## src/rtl/accessory_port.sv

```systemverilog
// G-15 PL19/PL20 accessory responder: host words out to the CPU bit-serially, CPU output bits assembled into host words.
// CPU strobes act two cycles after they are sampled; tx is valid/ready with one holding slot, rx is valid/ack with sticky overrun.
module accessory_port #(
  parameter int WORD_BITS = 29
) (
  input  logic                 CLOCK,
  input  logic                 rst_n,
  input  logic                 PL19_START_INPUT,
  input  logic                 PL19_STOP_INPUT,
  input  logic                 PL19_SHIFT_CMD,
  output logic                 PL19_INPUT,
  output logic                 PL19_READY_IN,
  input  logic                 PL20_OUTPUT,
  input  logic                 PL20_OUTPUT_SHIFT,
  output logic                 PL20_READY_OUT,
  input  logic [WORD_BITS-1:0] tx_word,
  input  logic                 tx_valid,
  output logic                 tx_ready,
  output logic [WORD_BITS-1:0] rx_word,
  output logic                 rx_valid,
  input  logic                 rx_ack,
  output logic                 rx_overrun
);

  localparam int CW = $clog2(WORD_BITS);
  localparam logic [CW-1:0] LAST = CW'(WORD_BITS - 1);

  // Sample and previous registers reset high so a strobe held across reset release is not an edge.
  logic [3:0] smp;
  logic [3:0] prv;
  logic       out_dat;
  logic       start_e, stop_e, shift_e, oshift_e;

  always_ff @(posedge CLOCK) begin
    if (!rst_n) begin
      smp     <= '1;
      prv     <= '1;
      out_dat <= 1'b0;
    end else begin
      smp     <= {PL20_OUTPUT_SHIFT, PL19_SHIFT_CMD, PL19_STOP_INPUT, PL19_START_INPUT};
      prv     <= smp;
      out_dat <= PL20_OUTPUT;
    end
  end

  assign {oshift_e, shift_e, stop_e, start_e} = smp & ~prv;

  typedef enum logic [1:0] {IDLE, LOAD, SEND} in_state_t;

  in_state_t            state;
  logic [WORD_BITS-1:0] hold;
  logic                 hold_full;
  logic [WORD_BITS-1:0] shreg;
  logic [CW-1:0]        bit_cnt;

  assign tx_ready   = !hold_full;
  // shreg is zero outside SEND (cleared on stop, fully shifted out on the last bit), so bit 0 is the line.
  assign PL19_INPUT = shreg[0];

  always_ff @(posedge CLOCK) begin
    if (!rst_n) begin
      state         <= IDLE;
      hold          <= '0;
      hold_full     <= 1'b0;
      shreg         <= '0;
      bit_cnt       <= '0;
      PL19_READY_IN <= 1'b0;
    end else begin
      if (tx_valid && !hold_full) begin
        hold      <= tx_word;
        hold_full <= 1'b1;
      end
      case (state)
        IDLE: begin
          if (start_e) state <= LOAD;
        end
        LOAD: begin
          if (stop_e) begin
            state <= IDLE;
          end else if (hold_full) begin
            shreg         <= hold;
            bit_cnt       <= '0;
            hold_full     <= 1'b0;
            PL19_READY_IN <= 1'b1;
            state         <= SEND;
          end
        end
        SEND: begin
          if (stop_e) begin
            shreg         <= '0;
            PL19_READY_IN <= 1'b0;
            state         <= IDLE;
          end else if (shift_e) begin
            shreg   <= shreg >> 1;
            bit_cnt <= bit_cnt + 1'b1;
            if (bit_cnt == LAST) begin
              PL19_READY_IN <= 1'b0;
              state         <= LOAD;
            end
          end
        end
        default: state <= IDLE;
      endcase
    end
  end

  // rx_shreg holds the bits gathered so far; the newest bit enters at the top.
  logic [WORD_BITS-2:0] rx_shreg;
  logic [WORD_BITS-1:0] rx_next;
  logic [CW-1:0]        rx_cnt;

  assign rx_next        = {out_dat, rx_shreg};
  assign PL20_READY_OUT = !rx_valid;

  always_ff @(posedge CLOCK) begin
    if (!rst_n) begin
      rx_shreg   <= '0;
      rx_cnt     <= '0;
      rx_word    <= '0;
      rx_valid   <= 1'b0;
      rx_overrun <= 1'b0;
    end else begin
      if (oshift_e) begin
        if (rx_valid) begin
          rx_overrun <= 1'b1;
        end else begin
          rx_shreg <= rx_next[WORD_BITS-1:1];
          if (rx_cnt == LAST) begin
            rx_word  <= rx_next;
            rx_valid <= 1'b1;
            rx_cnt   <= '0;
          end else begin
            rx_cnt <= rx_cnt + 1'b1;
          end
        end
      end
      if (rx_ack && rx_valid) rx_valid <= 1'b0;
    end
  end

endmodule

```

## config.mk

```make
export PLATFORM = sky130hd
export DESIGN_NAME = accessory_port
export DESIGN_NICKNAME = d
export VERILOG_FILES = /design/src/rtl/accessory_port.sv
export SDC_FILE = /design/constraint.sdc
export NUM_CORES = 1
export LEC_CHECK = 0
export CAP_MARGIN = 20
export CORE_AREA = 3 3 127 129
export CTS_CLUSTER_SIZE = 16
export DETAILED_ROUTE_END_ITERATION = 8
export DIE_AREA = 0 0 130 132
export GPL_TIMING_DRIVEN = 0
export PLACE_DENSITY = 0.66
export SYNTH_ARGS = -nofsm -noshare
export SYNTH_HDL_FRONTEND = slang
export SYNTH_SLANG_ARGS = --single-unit
```

## constraint.sdc

```tcl
create_clock -name CLOCK -period 2.9 [get_ports CLOCK]
set_clock_uncertainty 0.2 [all_clocks]
set_input_delay 0.58 -clock CLOCK [delete_from_list [all_inputs] [get_ports CLOCK]]
set_output_delay 0.58 -clock CLOCK [all_outputs]
set_load 0.03 [all_outputs]
```

==> flow_summary.toml, run 1 <==
[cts]
cts.htree.levels = 4
root_buffer = "clkbuf_16"
cts_tree = "yes"
cts_made_buffers = 17
cts-hold-fix-buffers = 0
clock_latency_ns = 0.42
cts.sinks = 140
post-cts-setup-buffers = 0
path_clk_slew_ns = 0.06
clockBufferDepth = 2
ctsResizeCount = 0

[place]
place_hpwl_um = 9080
gp_congestion = 0.808
port_buffers = 72
place_area_sq_mm = 0.00621

[hold_path]
min_from = "smp[0]"
min_path_type = "register to register"
holdPathStages = 1
worstHoldEndpoint = "prv[0]"

[floorplanning]
die_y_um = 132
initial_utilization_pct = 34.7
die_area_sq_mm = 0.0172
rows = 45
die-width_um = 130
io_pins = 73
coreArea_sq_mm = 0.0151

[critical_path]
max_stage_delay_ns = 0.53
critical_path_depth = 6
cp-end-kind = "register"
startpoint_type = "input pin"
r2r-start = "hold_full"
arrival_ns = 2.57
crit_fanout = 10
ff2ff_setup_slack_ns = 0.85
crit_chain = "clkdlybuf4s50_1 -> nor2b_1 -> clkbuf_1 -> buf_1 -> nand2_1 -> a21oi_1"
cp_top_family = "buffers and inverters"
r2r-end = "hold[27]"
crit_slowest_cell = "clkdlybuf4s50_1"
critPathKind = "input pin to register"
reg2reg_depth = 5
path_buf_inv = 3
critPathRequiredTime_ns = 3.04

[cells_and_area]
layout-drive-gt1-share_pct = 5.95
synthToLayoutAreaGrowth_pct = 29.4
fin_nets = 769
diodes = 0
stdcell_area_sq_mm = 0.00681
utilization_pct = 44.9
fillCellCount = 1503

[timing]
max_slew_margin_pct = 62.0
finalSetupViolations = 0
drv_slew = 0
hold_ws_ns = 0.251
clock.fmax_ghz = 0.411
tightestPinTransition_ns = 0.569
period_needed_ns = 2.44
tns_ns = 0
hold_viol_final = 0
rsz0062_at_grt = "false"
finalCritPeriodShare_pct = 84.0

[logic_synthesis]
synthAdderAreaFrac_pct = 0.952
async_reset_ff_share_pct = 0
ys_seq_area_share_pct = 53.3
synthMuxAreaShare_pct = 0
yosysMostFrequentCell = "nand2_1"
synth_xor_area_share_pct = 0.500
netlist-cell-type-count = 31
synth_edf_count = 0
synth_ff_type = "dfxtp_1"
yosysWarnings = 0
synth-seq-cells = 140
syn_nets = 678
yosysTopAreaCell = "dfxtp_1"
avgSynthCellArea_sq_um = 8.27
yosys-top-cells-area = "dfxtp_1 53%, nand2_1 13%, a21oi_1 9.5%, nor3_1 5.8%, a222oi_1 5.3%"
synth_top_family_by_area = "simple AND/OR/NAND/NOR gates"
synth_area_sq_mm = 0.00526
synth_compound_area_share_pct = 15.8
yosys-top-cells-count = "182 x nand2_1, 140 x dfxtp_1, 100 x a21oi_1"
synthCells = 636
synth-simple-area-share_pct = 24.3
synth_top_area_share_pct = 53.3

[grt]
antenna_found_initial = 0
grt_pass1_wl_um = 22300
overflow = 0
grt_pass1_vias = 4537
grt_use_total_pct = 16.1
grt_max_degree = 17

[power_and_ir_drop]
leakage_nw = 2.30
switching_share_pct = 21.4
p_int_mw = 3.44
powerDensity_mw_per_mm2 = 643
power_frac_clock_pct = 49.5
p_comb_share_pct = 5.0
switching_power_mw = 0.935
ir_drop_v = 0.000417
power_frac_seq_pct = 45.6

[detailed_routing]
drt_iter0_drc = 426
vias = 4732
post_drt_wl_per_cell_um = 14.4
drc_errors = 0
drt-total-wl_um = 13400
dr.pass1.iters = 8
viasPerCell = 5.10
ant_nets = 0

[run]
max_cap_violations = 0

[run_status]
status = "complete, no violations"
[cells in the final DEF (no fill, tap or decap), drive strengths merged]
cell	n
nand2	182
dfxtp	140
a21oi	101
clkdlybuf4s50	72
clkbuf	66
nor3	61
a222oi	28
buf	13
nand2b	12
nor2	10
inv	9
nand3	8
nor2b	4
o21ai	4
ha	4
clkinv	3
or3	2
nand4	2
a31oi	2
and2	2
nor3b	2
or4	2
xnor2	2
bufinv	2
xor2	1
and4	1
nor4b	1
or3b	1
o31ai	1
nor4	1
clkinvlp	1
[state kept, by name, indices dropped and copies added, names as in the netlist, 2 cells and up]
register / cells
shreg: 29
rx_word: 29
rx_shreg: 28
state: 2
rx_cnt: 5
smp: 4
prv: 4
hold: 29
bit_cnt: 5
[worst register-to-register path, delay by kind of cell (launching register included)]
family | cells | cell delay, ns
flops | 1 | 0.34
buf+inv | 2 | 0.91
compound gates | 1 | 0.15
simple gates | 2 | 0.37
[logic make-up (layout without fill, tap and decap cells)]
| logic type | Yosys count | in the layout |
|---|---|---|
| buffers and inverters | 62 | 166 |
| and+or+nand+nor | 291 | 291 |
| AOI/OAI and AO/OA | 136 | 136 |
| adders and majority gates | 4 | 4 |
| DFF | 140 | 140 |
| xor gates and xnor gates | 3 | 3 |
[cell type report]
type	count	area (sq um)	share of cell area, %
Sequential cell	140	2800	41.2
Multi-Input combinational cell	434	2180	32.1
Timing Repair Buffer	72	721	10.6
Clock buffer	26	509	7.48
Buffer	53	239	3.51
Tap cell	188	235	3.46
Clock inverter	6	82.6	1.21
Inverter	9	33.8	0.496
[stage by stage]
| stage | total power, mW | setup WS [ns] | std cells |
|---|---|---|---|
| 2_1_floorplan | 2.15 | 1.07 | 636 |
| 3_3_place_gp | 2.25 | 0.0944 | 896 |
| 3_5_place_dp | 2.25 | 0.0489 | 896 |
| 4_1_cts | 4.42 | 0.472 | 928 |
| 5_1_grt | 4.53 | 0.270 | 928 |
| 6_report | 4.37 | 0.465 | 928 |
[how the worst max path moves through the flow]
| stage | slack (ns) | start | endpoint |
|---|---|---|---|
| final | 0.46 | tx_valid | hold[27] |
| after global routing | 0.27 | tx_valid | hold[27] |
| after detailed placement | 0.05 | tx_valid | hold[27] |
| after floorplan | 1.07 | smp[1] | shreg[23] |
| after global placement | 0.09 | tx_valid | hold[26] |
| after CTS | 0.47 | tx_valid | hold[27] |
[routing by layer]
layer,global-route usage [%],vias up,wire length (um)
met2,25.0,150,6190
met4,4.16,0,175
li1,-,2374,-
met3,5.71,14,859
met5,0,-,0
met1,21.4,2194,6180
[power groups by stage]
stage / Combinational, mW / Clock, mW / Sequential (mW)
final: 0.217 / 2.16 / 1.99
after global routing: 0.244 / 2.29 / 2.00
after CTS: 0.220 / 2.20 / 1.99
after detailed placement: 0.219 / 0 / 2.03
after global placement: 0.218 / 0 / 2.03
after floorplan: 0.122 / 0 / 2.03
No activity file was read; power rests on OpenSTA's default activity.
==> run 2, diff against run 1 <==
clock period = 2.3 ns   (was 2.9 ns; I/O delays follow)
==> flow_summary.toml, run 2 (synthesized netlist as in run 1, its figures left out) <==
[place]
place_hpwl_um = 9080
place_ws_ns = -0.431
gp_congestion = 0.808
port_buffers = 72

[cts]
cts.htree.levels = 4
path_clk_slew_ns = 0.06
clock_latency_ns = 0.42
cts_made_buffers = 17
post-cts-setup-buffers = 0
cts.sinks = 140
clockBufferDepth = 2
cts_tree = "yes"
root_buffer = "clkbuf_16"

[cells_and_area]
layout_common_cells = "182 x nand2_1, 140 x dfxtp_1, 100 x a21oi_1"
synthToLayoutAreaGrowth_pct = 29.5
reg_top3 = "hold: 29 flops, rx_word: 29 flops, shreg: 29 flops"
layout-drive-gt1-share_pct = 6.22
utilization_pct = 45.0
final_common_cell = "nand2_1"
fin_nets = 769
diodes = 0
fillCellCount = 1508

[critical_path]
startpoint_type = "register"
crit_fanout = 4
max_stage_delay_ns = 0.68
r2r-end = "hold[27]"
crit_chain = "inv_1 -> clkdlybuf4s50_1"
reg2reg_depth = 6
arrival_ns = 1.57
critPathRequiredTime_ns = 1.64
crit_slowest_cell = "clkdlybuf4s50_1"
path_buf_inv = 2
critPathKind = "register to output pin"
ff2ff_setup_slack_ns = 0.28
cp-end-kind = "output pin"
r2r-start = "hold_full"
cp_top_family = "buffers and inverters"

[detailed_routing]
drt_iter0_drc = 442
post_drt_wl_per_cell_um = 14.4
viasPerCell = 5.08
drc_errors = 0
vias = 4711
ant_nets = 0
dr.pass1.iters = 8
drt-total-wl_um = 13400

[hold_path]
min_path_type = "register to register"
min_from = "smp[0]"
worstHoldEndpoint = "prv[0]"
holdPathStages = 1

[floorplanning]
initial_utilization_pct = 34.7
die_area_sq_mm = 0.0172
die_y_um = 132
io_pins = 73
rows = 45
die-width_um = 130
coreArea_sq_mm = 0.0151

[grt]
overflow = 0
grt_pass1_vias = 4540
antenna_found_initial = 0
grt_pass1_wl_um = 22400
grt_use_total_pct = 16.2
grt_max_degree = 17

[timing]
hold_ws_ns = 0.250
timing.final.ws_setup_ns = 0.0697
tightestPinTransition_ns = 0.568
finalCritPeriodShare_pct = 97.0
drv_slew = 0
max_slew_margin_pct = 62.2
rsz0062_at_grt = "false"
period_needed_ns = 2.23
hold_viol_final = 0
finalSetupViolations = 0
clock.fmax_ghz = 0.448

[power_and_ir_drop]
leakage_nw = 2.32
powerDensity_mw_per_mm2 = 810
total_power_mw = 5.52
ir_drop_v = 0.000527

[run_status]
status = "complete, no violations"

[run]
max_cap_violations = 0
[run 2: timing repair]
| item | 4_1_cts | 5_1_grt |
|---|---|---|
| endpoints found under the hold margin | 0 | 0 |
| endpoints found under the setup margin | 1 | 2 |
| hold buffers | 0 | 0 |
| gates resized for setup | 1 | 3 |
[run 2: layout make-up]
type	instances	area, sq um	share of cell area, %
clock buffer	26	509	7.48
inverter	9	33.8	0.496
timing repair buffer	72	723	10.6
clock inverter	6	82.6	1.21
sequential	140	2800	41.2
multi-input combinational	434	2180	32.0
tap	188	235	3.45
buffer	53	241	3.55
[run 2: report_power, final]
group / internal [mW] / switching, mW
Sequential: 2.48 / 0.0332
Clock: 1.74 / 0.995
Combinational: 0.122 / 0.153
Total: 4.34 / 1.18
[run 2: worst max path at each step]
stage	end	depth (start not counted)	slack (ns)	start
6_report	tx_ready	2	0.07	hold_full
5_1_grt	PL20_READY_OUT	2	0.02	rx_valid
4_1_cts	rx_valid	1	0.02	rx_valid
3_5_place_dp	hold[27]	6	-0.43	tx_valid
3_3_place_gp	hold[26]	6	-0.39	tx_valid
2_1_floorplan	shreg[23]	7	0.47	smp[1]
[run 2: metal layers]
metal,track usage [%],routed length (um),share of wire (%),up-vias
li1,-,-,-,2377
met4,4.16,207,1.5,0
met2,25.1,6170,46,119
met5,0,0,0,-
met1,21.4,6230,47,2196
met3,5.71,771,5.8,19
[run 2: stage by stage]
step                area, sq um  std cells  setup TNS (ns)
floorplan                  5260        636               0
global placement           6210        896           -6.70
CTS                        6810        928               0
finish                     6810        928               0
global route               6810        928               0
detailed placement         6210        896           -6.75
